## config.mk

```make
export PLATFORM = sky130hd
export DESIGN_NAME = repetition_decoder_ble
export DESIGN_NICKNAME = d
export VERILOG_FILES = /design/src/rtl/phy_ble_pkg.sv /design/src/rtl/repdec_fifo_ble.sv /design/src/rtl/repetition_decoder_ble.sv
export SDC_FILE = /design/constraint.sdc
export NUM_CORES = 1
export LEC_CHECK = 0
export BUFFER_PORTS_ARGS = -buffer_cell sky130_fd_sc_hd__buf_4
export CAP_MARGIN = 5
export CELL_PAD_IN_SITES_DETAIL_PLACEMENT = 1
export CELL_PAD_IN_SITES_GLOBAL_PLACEMENT = 2
export CORE_MARGIN = 2
export CORE_UTILIZATION = 30
export DETAILED_ROUTE_END_ITERATION = 16
export PLACE_DENSITY = 0.62
export SETUP_SLACK_MARGIN = 0.5
export SYNTH_ARGS = -nofsm -noshare
export SYNTH_HDL_FRONTEND = slang
export SYNTH_HIERARCHICAL = 1
export SYNTH_SLANG_ARGS = --single-unit
```

## constraint.sdc

```tcl
create_clock -name clk -period 12.8 [get_ports clk]
set_clock_uncertainty 0.1 [all_clocks]
set_input_delay 1.28 -clock clk [delete_from_list [all_inputs] [get_ports clk]]
set_output_delay 1.28 -clock clk [all_outputs]
set_load 0.05 [all_outputs]
```

## src/rtl/phy_ble_pkg.sv

```systemverilog
`default_nettype none
// ============================================================================
// Module      : phy_ble_pkg
// Description : Shared constants and helpers for the BLE PHY header path.
// Revision    : 1.0  initial release
// ============================================================================
package phy_ble_pkg;

    localparam int REP_FACTOR = 3;
    localparam int HDR_AD     = 7;
    localparam int HDR_MEM    = 128;
    localparam int HDR_ERRW   = 8;

    // Majority decision for a completed triplet given its count of ones.
    function automatic logic rep_majority(input logic [1:0] ones);
        return (ones >= 2'd2);
    endfunction

    // A triplet is non-unanimous when its ones count is neither 0 nor 3.
    function automatic logic rep_disagree(input logic [1:0] ones);
        return (ones == 2'd1) || (ones == 2'd2);
    endfunction

endpackage
`default_nettype wire

```

## src/rtl/repdec_fifo_ble.sv

```systemverilog
`default_nettype none
// ============================================================================
// Module      : repdec_fifo_ble
// Description : Bit-wide FIFO with registered read port for decoded bits.
// Revision    : 1.0  initial release
// ============================================================================
module repdec_fifo_ble #(
    parameter int AD  = 7,
    parameter int MEM = 128
) (
    input  logic clk,
    input  logic reset,
    input  logic clear,
    input  logic wr_en,
    input  logic wr_data,
    input  logic rd_en,
    output logic data_out,
    output logic valid_out,
    output logic empty,
    output logic full,
    output logic wr_drop
);

    localparam logic [AD:0] c_MEM_OCC = (AD + 1)'(MEM);

    logic          r_mem [MEM];
    logic [AD-1:0] r_wr_ptr;
    logic [AD-1:0] r_rd_ptr;
    logic [AD:0]   r_occ;
    logic          r_data_out;
    logic          r_valid_out;

    logic w_rd_acc;
    logic w_wr_acc;

    assign empty     = (r_occ == '0);
    assign full      = (r_occ == c_MEM_OCC);
    assign data_out  = r_data_out;
    assign valid_out = r_valid_out;

    // A read in the same cycle frees a slot, so a write at full is still taken.
    assign w_rd_acc = rd_en & ~empty;
    assign w_wr_acc = wr_en & (~full | w_rd_acc);
    assign wr_drop  = wr_en & full & ~w_rd_acc;

    always_ff @(posedge clk) begin
        if (!reset && !clear && w_wr_acc) begin
            r_mem[r_wr_ptr] <= wr_data;
        end
    end

    // Pointers wrap naturally because MEM is exactly 2**AD.
    always_ff @(posedge clk) begin
        if (reset || clear) begin
            r_wr_ptr    <= '0;
            r_rd_ptr    <= '0;
            r_occ       <= '0;
            r_data_out  <= 1'b0;
            r_valid_out <= 1'b0;
        end else begin
            r_valid_out <= w_rd_acc;
            if (w_rd_acc) begin
                r_data_out <= r_mem[r_rd_ptr];
                r_rd_ptr   <= r_rd_ptr + 1'b1;
            end
            if (w_wr_acc) begin
                r_wr_ptr <= r_wr_ptr + 1'b1;
            end
            if (w_wr_acc && !w_rd_acc) begin
                r_occ <= r_occ + 1'b1;
            end else if (w_rd_acc && !w_wr_acc) begin
                r_occ <= r_occ - 1'b1;
            end
        end
    end

endmodule
`default_nettype wire

```

## src/rtl/repetition_decoder_ble.sv

```systemverilog
`default_nettype none
// ============================================================================
// Module      : repetition_decoder_ble
// Description : Rate-1/3 majority-vote repetition decoder with output FIFO.
// Revision    : 1.0  initial release
// ============================================================================
module repetition_decoder_ble #(
    parameter int AD   = phy_ble_pkg::HDR_AD,
    parameter int MEM  = phy_ble_pkg::HDR_MEM,
    parameter int ERRW = phy_ble_pkg::HDR_ERRW
) (
    input  logic            clk,
    input  logic            reset,
    input  logic            clear,
    input  logic            valid_in,
    input  logic            data_in,
    input  logic            re,
    output logic            data_out,
    output logic            valid_out,
    output logic            empty,
    output logic            full,
    output logic [ERRW-1:0] err_count,
    output logic            overflow
);

    import phy_ble_pkg::*;

    localparam logic [1:0] c_TRI_LAST = 2'(REP_FACTOR - 1);

    logic [1:0]      r_tri_cnt;
    logic [1:0]      r_ones_cnt;
    logic [ERRW-1:0] r_err_count;
    logic            r_overflow;

    logic [1:0] w_sum;
    logic       w_done;
    logic       w_bit;
    logic       w_wr_drop;

    assign w_sum     = r_ones_cnt + {1'b0, data_in};
    assign w_done    = valid_in && (r_tri_cnt == c_TRI_LAST);
    assign w_bit     = rep_majority(w_sum);
    assign err_count = r_err_count;
    assign overflow  = r_overflow;

    always_ff @(posedge clk) begin
        if (reset || clear) begin
            r_tri_cnt   <= '0;
            r_ones_cnt  <= '0;
            r_err_count <= '0;
            r_overflow  <= 1'b0;
        end else begin
            if (w_done) begin
                r_tri_cnt  <= '0;
                r_ones_cnt <= '0;
                if (rep_disagree(w_sum) && (r_err_count != '1)) begin
                    r_err_count <= r_err_count + 1'b1;
                end
            end else if (valid_in) begin
                r_tri_cnt  <= r_tri_cnt + 1'b1;
                r_ones_cnt <= w_sum;
            end
            if (w_wr_drop) begin
                r_overflow <= 1'b1;
            end
        end
    end

    repdec_fifo_ble #(
        .AD  (AD),
        .MEM (MEM)
    ) u_fifo (
        .clk       (clk),
        .reset     (reset),
        .clear     (clear),
        .wr_en     (w_done),
        .wr_data   (w_bit),
        .rd_en     (re),
        .data_out  (data_out),
        .valid_out (valid_out),
        .empty     (empty),
        .full      (full),
        .wr_drop   (w_wr_drop)
    );

endmodule
`default_nettype wire

```

==> impl_metrics.tcl <==
set metrics [dict create \
    cts_buffers 17 \
    avgViaCountPerCell 4.96 \
    grt_pass1_wl_um 29800 \
    p_per_area_nw_per_um2 159 \
    hpwl_um 11500 \
    row_count 58 \
    vdd_drop_max_v 0.0000797 \
    ys_types 68 \
    drtIter0Drc 389 \
    status "finished, final reports clean" \
    place.gp.congestion 0.717 \
    syn_inst 630 \
    grt_antenna_before_repair 0 \
    worstHoldPathType "reg -> reg" \
    io_buffers 18 \
    cts.path.max_buffers 2 \
    first_pass_iters 4 \
    max_freq_mhz 273 \
    ios 19 \
    ctsHoldBuffers 0 \
    placed_cell_area_um2 8140 \
    worstPathRequired_ns 13.05 \
    synth_top_area_cell "edfxtp_1" \
    ant_nets 0 \
    final_nets 658 \
    clk_pin_slew_ns 0.07 \
    hold-worst-slack_ns 0.420 \
    period_share 0.286 \
    syn-num-nets 649 \
    drc 0 \
    post_cts_buffers 0 \
    start_util 0.307 \
    area_growth_syn_to_layout_pct 12.0 \
    synth_top_cell_area_share 0.495 \
    grt_pass1_vias 5153 \
    tightestPinTransition_ns 1.16 \
    leakage_nw 2.44 \
    yosysSeqAreaShare 0.590 \
    synth_edf_count 128 \
    htree_num_levels 4 \
    synth_area_um2 7770 \
    ys.warnings.count 6 \
    wl_per_cell_um 19.1 \
    crit_type "in -> reg" \
    overflow 0 \
    grt_use_total 0.147 \
    drive_gt1_frac 0.147 \
    slew_headroom 0.229 \
    synth_flop_cell "edfxtp_1" \
    yosys-top-cells-count "170 x nor2_1, 128 x edfxtp_1, 37 x dfxtp_1" \
    period_minus_slack_ns 3.66 \
    path_max_fanout 8 \
    die_h_um 165 \
    core_um2 25300 \
    die_area_um2 27200 \
    rsz0062_at_grt "no" \
    vias 4874 \
    synth.area.top_cells "edfxtp_1 49%, dfxtp_1 9.5%, nor2_1 8.2%" \
    cts_num_sinks 165 \
    drv_slew 0 \
    die_x_um 165 \
    critPathLaunchType "input port" \
    routed_wl_um 18800 \
    cts_tree "built" \
    asyncSetResetFlopFracSynth 0 \
    grt_max_degree 129 \
    clk_latency_ns 0.42 \
    finalSetupTns_ns 0 \
    ctsRootBufferMaster "clkbuf_16" \
    setup_viol 0 \
    syn_avg_cell_area_um2 12.3 \
    cp.arrival_ns 3.91 \
    fin_area_um2 8710 \
    ys_ff_latch 165 \
    fillers 2723 \
    max_cap_viol_count 0 \
    synth_most_common_cell "nor2_1" \
    post_cts_resized 0 \
    antenna-diode-count 0 \
    finalHoldViolCount 0 \
    endpoint_kind "flip-flop" \
]
-- stage by stage --
stage               setup slack (ns)  total power [mW]   util  cells
floorplan                       6.99             0.848      -    630
global placement                8.75             0.902  0.321    950
detailed placement              8.70             0.909  0.321    950
CTS                             9.13              1.40  0.344    982
global route                    8.86              1.45  0.344    982
finish                          9.14              1.38  0.344    982
-- power breakdown --
| part | internal, mW | switching (mW) | total, mW |
|---|---|---|---|
| registers | 0.585 | 0.0150 | 0.600 |
| clock network | 0.259 | 0.231 | 0.490 |
| logic | 0.120 | 0.171 | 0.291 |
| total | 0.964 | 0.418 | 1.38 |
-- metal layers --
metal,GRT usage,vias to the layer above,share of wire
met3,0.0271,10,0.024
met1,0.196,2519,0.47
met4,0.0320,0,0.0075
met5,0,-,0
met2,0.252,39,0.50
li1,-,2306,-
-- logic make-up (layout without fill, tap and decap cells) --
| kind of cell | Yosys count | count (layout) | share of synthesized area |
|---|---|---|---|
| AND/OR/NAND/NOR | 274 | 274 | 0.160 |
| flip-flops | 165 | 165 | 0.590 |
| AO/OA/AOI/OAI | 63 | 63 | 0.0563 |
| multiplexers | 51 | 51 | 0.110 |
| buffers and inverters | 44 | 66 | 0.0367 |
| XOR/XNOR | 20 | 20 | 0.0246 |
| adder cells (fa/ha/maj) | 13 | 13 | 0.0219 |
-- placed cells by master (no fill, tap or decap), types with 12 or more instances in the layout --
| cell | n |
|---|---|
| nor2_1 | 170 |
| edfxtp_1 | 128 |
| dfxtp_1 | 36 |
| nand2_1 | 32 |
| mux2i_1 | 24 |
| buf_4 | 23 |
| nand3_1 | 18 |
| clkbuf_16 | 17 |
| mux4_2 | 17 |
| a21oi_1 | 16 |
| o21ai_0 | 13 |
| ha_1 | 12 |
-- area by class of cell --
class	instances	area, µm²	area share
multi-input cells	421	2920	0.336
inverters	11	46.3	0.00532
clock inverters	14	138	0.0158
well taps	330	413	0.0474
repair buffers	23	173	0.0198
clock buffers	18	429	0.0493
flip-flops and latches	165	4590	0.527
-- critical path, stage by stage --
cell       delay, ns
buf_4           0.15
nand2_1         0.10
inv_1           0.09
o21ai_4         0.12
inv_2           0.12
ha_1            0.22
inv_1           0.22
ha_1            0.29
a21o_1          0.19
a211o_1         0.32
a2111oi_2       0.34
o21ai_1         0.14
a21o_1          0.20
a21oi_2         0.12
-- worst paths after layout --
check	startpoint	endpoint	slack (ns)	cells past startpoint
worst max register to register	u_fifo/r_occ[3]	u_fifo/r_occ[7]	9.18	13
worst min-delay path	overflow	overflow	0.42	2
worst max-delay path	valid_in	u_fifo/r_occ[7]	9.14	14
worst min register to register	overflow	overflow	0.42	2
-- state kept, by name (all words and copies together) (netlist names) --
| signal | cells |
|---|---|
| u_fifo/r_mem | 128 |
| err_count | 8 |
| u_fifo/r_occ | 8 |
| u_fifo/r_rd_ptr | 7 |
| u_fifo/r_wr_ptr | 7 |
| r_ones_cnt | 2 |
| r_tri_cnt | 2 |
| overflow | 1 |
| u_fifo/data_out | 1 |
| u_fifo/valid_out | 1 |
(Power assumes the default switching activity.)
